## config.mk

```make
export PLATFORM = sky130hd
export DESIGN_NAME = serial_word_rx
export DESIGN_NICKNAME = d
export VERILOG_FILES = /design/src/rtl/serial_word_rx.sv
export SDC_FILE = /design/constraint.sdc
export NUM_CORES = 1
export LEC_CHECK = 0
export CAP_MARGIN = 40
export CORE_MARGIN = 8
export CORE_UTILIZATION = 45
export DETAILED_ROUTE_END_ITERATION = 7
export PLACE_DENSITY = 0.73
export SYNTH_ARGS = -nofsm -noshare
export SYNTH_HDL_FRONTEND = slang
export SYNTH_SLANG_ARGS = --single-unit
export TNS_END_PERCENT = 10
```

## constraint.sdc

```tcl
create_clock -name clk -period 1.5 [get_ports clk]
set_clock_uncertainty 0.2 [all_clocks]
set_input_delay 0.375 -clock clk [delete_from_list [all_inputs] [get_ports clk]]
set_output_delay 0.375 -clock clk [all_outputs]
set_load 0.1 [all_outputs]
```

## src/rtl/serial_word_rx.sv

```systemverilog
// serial_word_rx
//   Serial-to-parallel receiver for an MSB-first bit stream. Each word is
//   framed by sfirst_i on its first bit and is W bits long. A finished word
//   goes into a one-word holding register that is read over a valid/ready
//   port. Framing errors and overruns raise sticky flags.
//
// Ports
//   clk        clock; all state changes on the rising edge
//   rst        asynchronous active-high reset
//   clr_i      synchronous clear with the same effect as rst
//   sdata_i    serial data bit, MSB first
//   sval_i     sdata_i is valid this cycle
//   sfirst_i   marks the first bit of a word (used only when sval_i=1)
//   dout_o     received word; stable while dvalid_o=1
//   dvalid_o   dout_o holds an unconsumed word
//   dready_i   consumer accepts dout_o when dvalid_o && dready_i
//   busy_o     a word is partly received
//   ferr_o     sticky framing-error flag
//   ovr_o      sticky overrun flag
module serial_word_rx #(
   parameter int W = 8
) (
   input  logic         clk,
   input  logic         rst,
   input  logic         clr_i,
   input  logic         sdata_i,
   input  logic         sval_i,
   input  logic         sfirst_i,
   output logic [W-1:0] dout_o,
   output logic         dvalid_o,
   input  logic         dready_i,
   output logic         busy_o,
   output logic         ferr_o,
   output logic         ovr_o
);

   localparam int CW = (W > 2) ? $clog2(W) : 1;

   localparam logic [0:0] IDLE  = 1'b0;
   localparam logic [0:0] SHIFT = 1'b1;

   localparam logic [CW-1:0] CNT_ONE  = CW'(1);
   localparam logic [CW-1:0] CNT_LAST = CW'(W - 1);

   logic [0:0]    state_q, state_d;
   logic [W-1:0]  sr_q, sr_d;
   logic [CW-1:0] cnt_q, cnt_d;
   logic [W-1:0]  dout_q, dout_d;
   logic          dvalid_q, dvalid_d;
   logic          ferr_q, ferr_d;
   logic          ovr_q, ovr_d;

   logic          complete;
   logic [W-1:0]  sr_shifted;

   assign sr_shifted = {sr_q[W-2:0], sdata_i};

   always_comb begin
      state_d  = state_q;
      sr_d     = sr_q;
      cnt_d    = cnt_q;
      dout_d   = dout_q;
      dvalid_d = dvalid_q;
      ferr_d   = ferr_q;
      ovr_d    = ovr_q;
      complete = 1'b0;

      // Bit handling
      if (sval_i) begin
         if (state_q == IDLE) begin
            // A bit without sfirst in IDLE is a stray and is dropped.
            if (sfirst_i) begin
               sr_d    = sr_shifted;
               cnt_d   = CNT_ONE;
               state_d = SHIFT;
            end
         end else if (sfirst_i) begin
            // Early sfirst: drop the partial word and restart on this bit.
            // The stale bits in sr are shifted out before the next word
            // can complete, so sr does not need clearing.
            ferr_d = 1'b1;
            sr_d   = sr_shifted;
            cnt_d  = CNT_ONE;
         end else begin
            sr_d = sr_shifted;
            if (cnt_q == CNT_LAST) begin
               complete = 1'b1;
               cnt_d    = '0;
               state_d  = IDLE;
            end else begin
               cnt_d = cnt_q + CNT_ONE;
            end
         end
      end

      // Output register. A transfer in the same cycle frees the slot for
      // the word that completes in that cycle.
      if (complete) begin
         if (!dvalid_q || dready_i) begin
            dout_d   = sr_shifted;
            dvalid_d = 1'b1;
         end else begin
            ovr_d = 1'b1;
         end
      end else if (dvalid_q && dready_i) begin
         dvalid_d = 1'b0;
      end
   end

   always_ff @(posedge clk or posedge rst) begin
      if (rst) begin
         state_q  <= IDLE;
         sr_q     <= '0;
         cnt_q    <= '0;
         dout_q   <= '0;
         dvalid_q <= 1'b0;
         ferr_q   <= 1'b0;
         ovr_q    <= 1'b0;
      end else if (clr_i) begin
         state_q  <= IDLE;
         sr_q     <= '0;
         cnt_q    <= '0;
         dout_q   <= '0;
         dvalid_q <= 1'b0;
         ferr_q   <= 1'b0;
         ovr_q    <= 1'b0;
      end else begin
         state_q  <= state_d;
         sr_q     <= sr_d;
         cnt_q    <= cnt_d;
         dout_q   <= dout_d;
         dvalid_q <= dvalid_d;
         ferr_q   <= ferr_d;
         ovr_q    <= ovr_d;
      end
   end

   assign dout_o   = dout_q;
   assign dvalid_o = dvalid_q;
   assign busy_o   = (state_q == SHIFT);
   assign ferr_o   = ferr_q;
   assign ovr_o    = ovr_q;

endmodule

```

==> key figures, run 1 <==
Route
  – Initial DRC Count: 35
  – Via density: 5.64
  – Final WL: 2.43 mm
  – Via Count: 852
  – Drt wl/cell: 16.1 µm
  – Pre-antenna DRT Iters: 4
  – DRT antenna net count: 0
  – Remaining DRCs: 0

Finish
  – Nets: 133
  – Area delta synth->final: 51.0%
  – Layout cells sized above 1: 36.6%
  – Final std cells w/o fill: 151
  – N_diodes: 0

Floorplan
  – Row count: 17
  – Core box area: 0.00217 mm²
  – DIE WIDTH: 63.5 µm
  – Chip height: 63.5 µm
  – IO Pins: 19
  – Initial Util: 46.8%
  – Die ar.: 0.00403 mm²

Yosys
  – Number of synthesized flops with an enable pin: 0
  – Post-synthesis mux area share: 0%
  – Synth Area in Adders: 2.46%
  – Synth area leader: dfrtp_1
  – Top cells by instance count after synthesis: dfrtp_1, a21oi_1, o21ai_0, nand3_1, nor3b_1
  – Yosys reg bits: 22
  – Synth Warn #: 0
  – Largest family of logic cells by synthesized area: compound AO/OA/AOI/OAI gates
  – Most frequent cell after synthesis: dfrtp_1
  – Share of synthesized cell area in and, or, nand and nor gates: 18.5%
  – Ys async rst share: 100%
  – Compound-Gate Fraction of Synth Area: 19.5%
  – Mean Syn Cell Area: 10.9 µm²
  – Primary FF master, synth: dfrtp_1
  – Netlist cell types: 22
  – Sequential cell area fraction in the yosys report: 54.2%
  – Synth Cell Area: 0.00102 mm²
  – Yosys top cell area share: 54.2%
  – Post-Syn Nets: 102
  – Post-synthesis xor/xnor area fraction: 0%
  – Leading post-synthesis cells by cell area: dfrtp_1, nor3b_1, a21oi_1
  – Mapped Cells: 93

Timing
  – Final Max Slew Viols: 0
  – TNS Setup: -0.601 ns
  – Unrepaired setup endpoints after global routing: yes
  – Final setup violating endpoints: 16
  – Final WS setup: -0.0773 ns
  – Hold Slack: 0.171 ns
  – Fin crit period: 1.58 ns
  – Max Clk Rate: 634 MHz
  – Final worst-path cycle share: 105%
  – Rel. slew slack: 75.5%
  – Worst-Margin Slew: 0.366 ns
  – Hold Vio Cnt, Final: 0

Place
  – DP Worst Slack: -0.454 ns
  – DP Cell Count: 144
  – Detailed-placement wirelength estimate: 1.65 mm
  – Routability cong.: 0.748
  – Buffers on Ports: 18

Critical path
  – Crit start category: register
  – Required @ worst endpoint: 1.54 ns
  – Critical Path AT: 1.62 ns
  – Slowest cell on crit path: dfrtp_1
  – Crit-path cells: ha_2 -> ha_4 -> and4b_2 -> nand3_1 -> a21oi_2
  – Setup CP Type: register to register
  – Crit Path Max Fanout: 5
  – Largest stage delay, worst path: 0.38 ns
  – Critical Path Sink Type: register

Clocking
  – Clk slew on worst S/H paths: 0.12 ns
  – CTS Root Buffer Type: clkbuf_4
  – CTS tree: yes
  – Clk sinks: 22
  – Skew-Pair Late Insertion Delay: 0.31 ns
  – CTS HTree Levels: 1
  – Clk buf depth: 2
  – # hold bufs at CTS: 0
  – TritonCTS buffer count: 3

GRT
  – Grt ovf: 0
  – Initial antenna violation count: 0
  – Vias in the first global route: 810
  – GRT Util Overall: 11.4%
  – First-pass GRT wire length: 3.70 mm
  – Largest net degree at the start of global routing: 23

Power and ir drop
  – Power per cell area: 708 mW/mm²
  – Overall Power: 1090 µW
  – Worst VDD drop: 0.558 mV
  – Leakage Power: 0.000727 µW

Status
  – Violated checks: setup timing
  – Status: complete, but fails checks

Min path
  – Hold Crit Class: primary input to asynchronous set/reset pin

Job
  – Number of max-cap violations: 0
==> layout make-up <==
type / count / area (µm²)
Clock buffer: 4 / 36.3
Fill cell: 155 / 636
Inverter: 1 / 3.75
Multi-Input combinational cell: 65 / 473
Sequential cell: 22 / 558
Tap cell: 28 / 35.0
Timing Repair Buffer: 31 / 428
==> what timing repair did <==
item,4_1_cts,5_1_grt
pin swaps,1,3
setup endpoints to repair,19,28
cloned,0,1
setup buffers,1,1
gates resized for setup,7,10
==> critical path, delay by kind of cell (launching register included) <==
family | cells | cell delay, ns
AND/OR/NAND/NOR | 2 | 0.43
flip-flops | 1 | 0.38
adder cells (fa/ha/maj) | 2 | 0.37
AO/OA/AOI/OAI | 1 | 0.14
==> metal layers <==
layer | wire (µm) | vias up | global-route usage [%] | part of all wire, %
li1 | - | 398 | - | -
met4 | 23 | 0 | 5.85 | 0.95
met1 | 1020 | 422 | 13.9 | 42
met2 | 1290 | 28 | 18.4 | 53
met3 | 102 | 4 | 2.30 | 4.2
met5 | 0 | - | 0 | 0
==> power by group <==
part | leakage (µW) | switching, µW | internal (µW)
Sequential | 0.000301 | 6.73 | 601
Clock | 0.0000210 | 181 | 148
Combinational | 0.000404 | 80.2 | 68.6
==> kinds of logic (layout without fill, tap and decap cells) <==
family	after synthesis	count (layout)
AOI/OAI and AO/OA	32	32
adders and majority gates	2	2
buffers and inverters	7	36
DFF	22	22
and+or+nand+nor	30	31
==> registers in the layout (all words and copies together), names as in the netlist <==
register / flops
busy_o: 1
cnt_q: 3
ferr_o: 1
ovr_o: 1
sr_q: 7
dout_o: 8
dvalid_o: 1
==> layout by cell type (no fill, tap or decap), types with 2 or more instances in the layout <==
master	netlist	final
nor3b_1	8	7
nand3_1	8	7
nor2_1	5	5
dfrtp_1	22	20
clkdlybuf4s50_1	0	4
a21oi_2	0	3
a22oi_1	3	3
o21ai_1	0	2
buf_12	0	14
nand2_1	3	3
dfrtp_4	0	2
o21ai_0	9	6
buf_4	1	10
a21o_1	7	7
clkbuf_4	0	3
a21oi_1	11	8
==> through the flow <==
stage | util [%] | area, µm²
5_1_grt | 70.7 | 1530
3_5_place_dp | 65.3 | 1420
3_3_place_gp | 65.3 | 1420
4_1_cts | 67.9 | 1470
2_1_floorplan | - | 1030
6_report | 70.7 | 1530
==> worst paths after layout <==
| path | from | endpoint | slack [ns] | cells after the start |
|---|---|---|---|---|
| max reg2reg | cnt_q[0] | dout_o[6] | -0.08 | 5 |
| max | cnt_q[0] | dout_o[6] | -0.08 | 5 |
| min reg2reg | sr_q[6] | sr_q[6] | 0.29 | 1 |
| min in group clk | sr_q[6] | sr_q[6] | 0.29 | 1 |
| max in group asynchronous | rst | dvalid_o | 0.77 | 3 |
| min | rst | cnt_q[2] | 0.17 | 3 |
Power figures use the tool's default switching activity.
==> inputs of run 2 (changes only) <==
--- a/config.mk
+++ b/config.mk
@@ -6,6 +6,7 @@
 export NUM_CORES = 1
 export LEC_CHECK = 0
 export CAP_MARGIN = 40
+export CORE_ASPECT_RATIO = 1.2
 export CORE_MARGIN = 8
 export CORE_UTILIZATION = 45
 export DETAILED_ROUTE_END_ITERATION = 7
==> run 2 against run 1 <==
Net effect: power is 4.0% lower; critical endpoint is now dout_o[5]; global-route usage is 1.4 points higher; the flow still finishes with violations (setup timing); worst hold slack worse by 0.0020 ns; fmax hardly changed; final cell count is 3.3% higher; sequential power hardly changed.
==> key figures, run 2 (synthesis results as in run 1) <==
Status
  – Status: complete, but fails checks
  – Violated checks: setup timing

GRT
  – Vias in the first global route: 871
  – Initial antenna violation count: 0
  – First-pass GRT wire length: 3.93 mm
  – Grt ovf: 0
  – GRT Util Overall: 12.8%
  – Largest net degree at the start of global routing: 23

Clocking
  – Skew-Pair Late Insertion Delay: 0.31 ns
  – Clk slew on worst S/H paths: 0.12 ns
  – CTS Root Buffer Type: clkbuf_4
  – TritonCTS buffer count: 3
  – CTS tree: yes
  – # hold bufs at CTS: 0
  – Clk buf depth: 2
  – Clk sinks: 22
  – CTS HTree Levels: 1

Critical path
  – Crit start category: register
  – Critical Path AT: 1.61 ns
  – Slowest cell on crit path: dfrtp_1
  – Minimum setup slack among reg-to-reg paths: -0.08 ns
  – Required @ worst endpoint: 1.54 ns
  – Worst R2R Path Depth: 5
  – Crit-path cells: ha_2 -> ha_4 -> and4b_2 -> nand3_1 -> a21oi_1
  – Setup CP Type: register to register
  – Critical Path Sink Type: register
  – Crit Path Max Fanout: 5
  – Largest stage delay, worst path: 0.38 ns

Floorplan
  – IO Pins: 19
  – Chip height: 68.1 µm
  – Initial Util: 46.0%
  – Core box area: 0.00221 mm²
  – Row count: 19
  – Die ar.: 0.00404 mm²
  – DIE WIDTH: 59.4 µm

Route
  – Via density: 5.43
  – Initial DRC Count: 37
  – Final WL: 2.38 mm
  – Pre-antenna DRT Iters: 4
  – DRT antenna net count: 0
  – Remaining DRCs: 0
  – Drt wl/cell: 15.3 µm
  – Via Count: 847

Power and ir drop
  – Net Sw Frac: 25.3%
  – Sequential power share: 58.3%
  – Net Switching: 263 µW
  – Worst VDD drop: 0.459 mV
  – Power per cell area: 679 mW/mm²
  – P_int: 779 µW
  – Comb power frac: 14.9%
  – Leakage Power: 0.000722 µW
  – Clk network pwr share: 26.8%

Finish
  – Layout cells sized above 1: 36.8%
  – Max FFs per register: 8
  – Most common cell after layout, fill and taps aside: dfrtp_1
  – Most frequent cells in the layout: dfrtp_1, buf_12, buf_4, nand3_1
  – Area delta synth->final: 51.1%
  – N_diodes: 0
  – Final std cells w/o fill: 156
  – Nets: 135
  – Layout Utilization: 69.4%

Job
  – Number of max-cap violations: 0

Timing
  – Final WS setup: -0.0767 ns
  – Hold Slack: 0.169 ns
  – Final Max Slew Viols: 0
  – Final setup violating endpoints: 14
  – Hold Vio Cnt, Final: 0
  – Max Clk Rate: 634 MHz
  – TNS Setup: -0.429 ns
  – Worst-Margin Slew: 0.370 ns
  – Fin crit period: 1.58 ns
  – Unrepaired setup endpoints after global routing: yes
  – Rel. slew slack: 75.2%
  – Final worst-path cycle share: 105%

Place
  – Routability cong.: 0.763
  – Detailed-placement wirelength estimate: 1.70 mm
  – Buffers on Ports: 18
  – DP Cell Count: 149

Min path
  – Hold Crit Class: primary input to asynchronous set/reset pin
## run 2: final timing paths
check / from / endpoint
worst min-delay path: rst / cnt_q[2]
worst min register to register: sr_q[6] / sr_q[6]
max in group asynchronous: rst / busy_o
worst max-delay path: cnt_q[1] / dout_o[5]
worst max register to register: cnt_q[1] / dout_o[5]
min in group clk: sr_q[6] / sr_q[6]
## run 2: metrics by stage
stage / worst slack [ns] / instance area [µm²] / power [µW]
after floorplan: -0.0815 / 1030 / 691
after global placement: -0.346 / 1440 / 757
after detailed placement: -0.418 / 1440 / 760
after CTS: -0.0814 / 1510 / 1040
after global routing: -0.152 / 1540 / 1080
final: -0.0767 / 1540 / 1040
## run 2: layer usage
metal  global-route usage [%]  share of wire, %
met5                        0                 0
met4                     6.59               1.7
met3                     3.20               3.7
met2                     23.5                54
met1                     13.1                40
## run 2: critical path, delay by kind of cell (launching register included)
| family | cells | cell delay (ns) |
|---|---|---|
| flops | 1 | 0.38 |
| compound gates | 1 | 0.16 |
| simple gates | 2 | 0.39 |
| fa+ha+maj | 2 | 0.36 |
## run 2: power groups by stage
stage / sequential [µW] / combinational [µW] / clock, µW
after floorplan: 637 / 54.6 / 0
after global placement: 622 / 134 / 0
after detailed placement: 623 / 137 / 0
after CTS: 608 / 150 / 282
after global routing: 609 / 165 / 310
final: 608 / 155 / 280
## run 2: final cells by class
type / count / area, µm²
fill: 167 / 676
sequential: 22 / 558
multi-input combinational: 65 / 469
timing repair buffer: 33 / 439
tap: 31 / 38.8
clock buffer: 4 / 26.3
inverter: 1 / 3.75
## run 2: repair_timing
action,CTS,global route
gates cloned,1,0
setup buffers,2,1
pin swaps,1,2
setup endpoints to repair,24,29
resized for setup,11,8
==> inputs of run 3 (changes only) <==
--- a/config.mk
+++ b/config.mk
@@ -8,9 +8,10 @@
 export CAP_MARGIN = 40
 export CORE_ASPECT_RATIO = 1.2
 export CORE_MARGIN = 8
-export CORE_UTILIZATION = 45
+export CORE_UTILIZATION = 48
+export CTS_BUF_LIST = sky130_fd_sc_hd__clkbuf_8
 export DETAILED_ROUTE_END_ITERATION = 7
-export PLACE_DENSITY = 0.73
+export PLACE_DENSITY = 0.77
 export SYNTH_ARGS = -nofsm -noshare
 export SYNTH_HDL_FRONTEND = slang
 export SYNTH_SLANG_ARGS = --single-unit
==> run 3 against run 2 <==
Net effect: the run still ends with setup timing left; utilization rose by 7.5 points; setup slack improved by 0.025 ns; combinational power barely moved; die area fell by 4.7%; sequential power barely moved; non-clock buffer count fell by 2; clock power rose by 48%; cell area rose by 1.6%; sequential share of layout area fell by 0.58 points; largest power group unchanged; highest routed layer unchanged.
==> key figures, run 3 (synthesis results as in run 1) <==
Status
  – Status: complete, but fails checks
  – Violated checks: setup timing

Critical path
  – Setup CP Type: register to register
  – Required @ worst endpoint: 1.49 ns
  – Minimum setup slack among reg-to-reg paths: -0.05 ns
  – FF-to-FF End: dout_o[1]
  – Cell family with most CP delay: simple AND/OR/NAND/NOR gates
  – CP bufs+invs: 0
  – Crit start category: register
  – Crit-path cells: ha_2 -> ha_4 -> and4b_2 -> nand3_1 -> a21oi_1
  – Worst R2R Path Depth: 5
  – Critical R2R Launch: cnt_q[1]
  – Critical Path Sink Type: register
  – Critical Path AT: 1.54 ns
  – Crit Path Max Fanout: 5
  – Slowest cell on crit path: dfrtp_1
  – Largest stage delay, worst path: 0.37 ns

GRT
  – First-pass GRT wire length: 4.11 mm
  – Largest net degree at the start of global routing: 23
  – Top Usage Layer GRT: met2
  – GR met3 Demand/Resource: 3.89%
  – Vias in the first global route: 902
  – GRT met2 Usage: 22.9%
  – GRT Util Overall: 13.6%
  – Initial antenna violation count: 0
  – GR Util met1: 15.6%
  – Grt ovf: 0

Floorplan
  – Chip height: 66.4 µm
  – IO Pins: 19
  – Die ar.: 0.00385 mm²
  – Initial Util: 50.1%
  – DIE WIDTH: 58 µm
  – Row count: 18
  – Core box area: 0.00203 mm²

Clocking
  – TritonCTS buffer count: 3
  – CTS tree: yes
  – Clk buf depth: 2
  – Clk sinks: 22
  – # hold bufs at CTS: 0
  – CTS HTree Levels: 1
  – Clk slew on worst S/H paths: 0.07 ns
  – Skew-Pair Late Insertion Delay: 0.26 ns
  – CTS Root Buffer Type: clkbuf_8

Timing
  – Fin crit period: 1.55 ns
  – Final Max Slew Viols: 0
  – Final WS setup: -0.0512 ns
  – Rel. slew slack: 77.3%
  – Hold Vio Cnt, Final: 0
  – Unrepaired setup endpoints after global routing: yes
  – Final setup violating endpoints: 9
  – Worst-Margin Slew: 0.340 ns
  – Max Clk Rate: 645 MHz
  – Final worst-path cycle share: 103%

Route
  – Final WL: 2.36 mm
  – Pre-antenna DRT Iters: 4
  – DRT antenna net count: 0
  – Drt wl/cell: 16.5 µm
  – Via density: 5.97
  – Remaining DRCs: 0
  – Via Count: 853
  – Initial DRC Count: 65

Place
  – Routability cong.: 0.740
  – DP Cell Count: 137
  – Buffers on Ports: 18
  – DP Worst Slack: -0.397 ns
  – Detailed-placement wirelength estimate: 1.57 mm

Job
  – Number of max-cap violations: 0

Power and ir drop
  – Leakage Power: 0.000731 µW
  – Power per cell area: 754 mW/mm²
  – Net Sw Frac: 22.8%
  – Overall Power: 1180 µW
  – Net Switching: 268 µW
  – P_int: 908 µW
  – Worst VDD drop: 0.533 mV
  – Sequential power share: 51.7%
  – Comb power frac: 13.1%
  – Clk network pwr share: 35.2%

Finish
  – Nets: 133
  – Max FFs per register: 8
  – Area delta synth->final: 53.6%
  – N_diodes: 0
  – Most common cell after layout, fill and taps aside: dfrtp_1
  – Layout Utilization: 77.0%
  – Fill count: 124
  – Most frequent cells in the layout: dfrtp_1, buf_12, a21oi_1, buf_4, a21o_1
  – Layout cells sized above 1: 38.2%
  – Final std cells w/o fill: 143

Min path
  – Hold Crit Class: primary input to asynchronous set/reset pin
[run 3: worst max-delay path by stage]
stage                         from        end  cells after the start
after floorplan             busy_o    sr_q[0]                      4
after global placement    sfirst_i  dout_o[7]                      4
after detailed placement    sval_i  dout_o[7]                      4
after CTS                 cnt_q[0]   cnt_q[0]                      6
after global routing      cnt_q[1]  dout_o[7]                      5
final                     cnt_q[1]  dout_o[1]                      5
[run 3: per-layer routing]
| metal | wire, µm | share of wire (%) |
|---|---|---|
| met1 | 950 | 40 |
| met2 | 1240 | 52 |
| met3 | 150 | 6.4 |
| met4 | 20 | 0.85 |
| met5 | 0 | 0 |
[run 3: final cells by class]
cell class | count | area, µm² | area share [%]
Tap cell | 20 | 25.0 | 1.60
Timing Repair Buffer | 31 | 437 | 28.0
Clock buffer | 4 | 55.1 | 3.53
Inverter | 1 | 3.75 | 0.241
Multi-Input combinational cell | 65 | 482 | 30.9
Sequential cell | 22 | 558 | 35.8
[run 3: power by group through the flow]
stage                     registers (µW)  clock network [µW]  logic (µW)
final                                608                 414         154
after global routing                 609                 448         166
after CTS                            607                 426         152
after detailed placement             623                   0         139
after global placement               622                   0         136
after floorplan                      637                   0        54.6
[run 3: per-stage QoR]
stage	setup TNS, ns	hold slack (ns)	instance area, µm²
floorplan	-0.963	0.164	1030
global placement	-6.21	0.273	1430
detailed placement	-6.88	0.289	1430
CTS	-0.106	0.232	1540
global route	-1.07	0.250	1560
finish	-0.237	0.227	1560
[run 3: worst reg2reg max path: stages (launching register included)]
cell and delay (ns):
dfrtp_1 0.37, ha_2 0.20, ha_4 0.16, and4b_2 0.32, nand3_1 0.11, a21oi_1 0.13
[run 3: repair_timing]
action                                  CTS  global route
buffers inserted                          2             0
resized for setup                        12            10
pin swaps                                 4             3
cloned                                    1             0
endpoints found under the setup margin   21            20
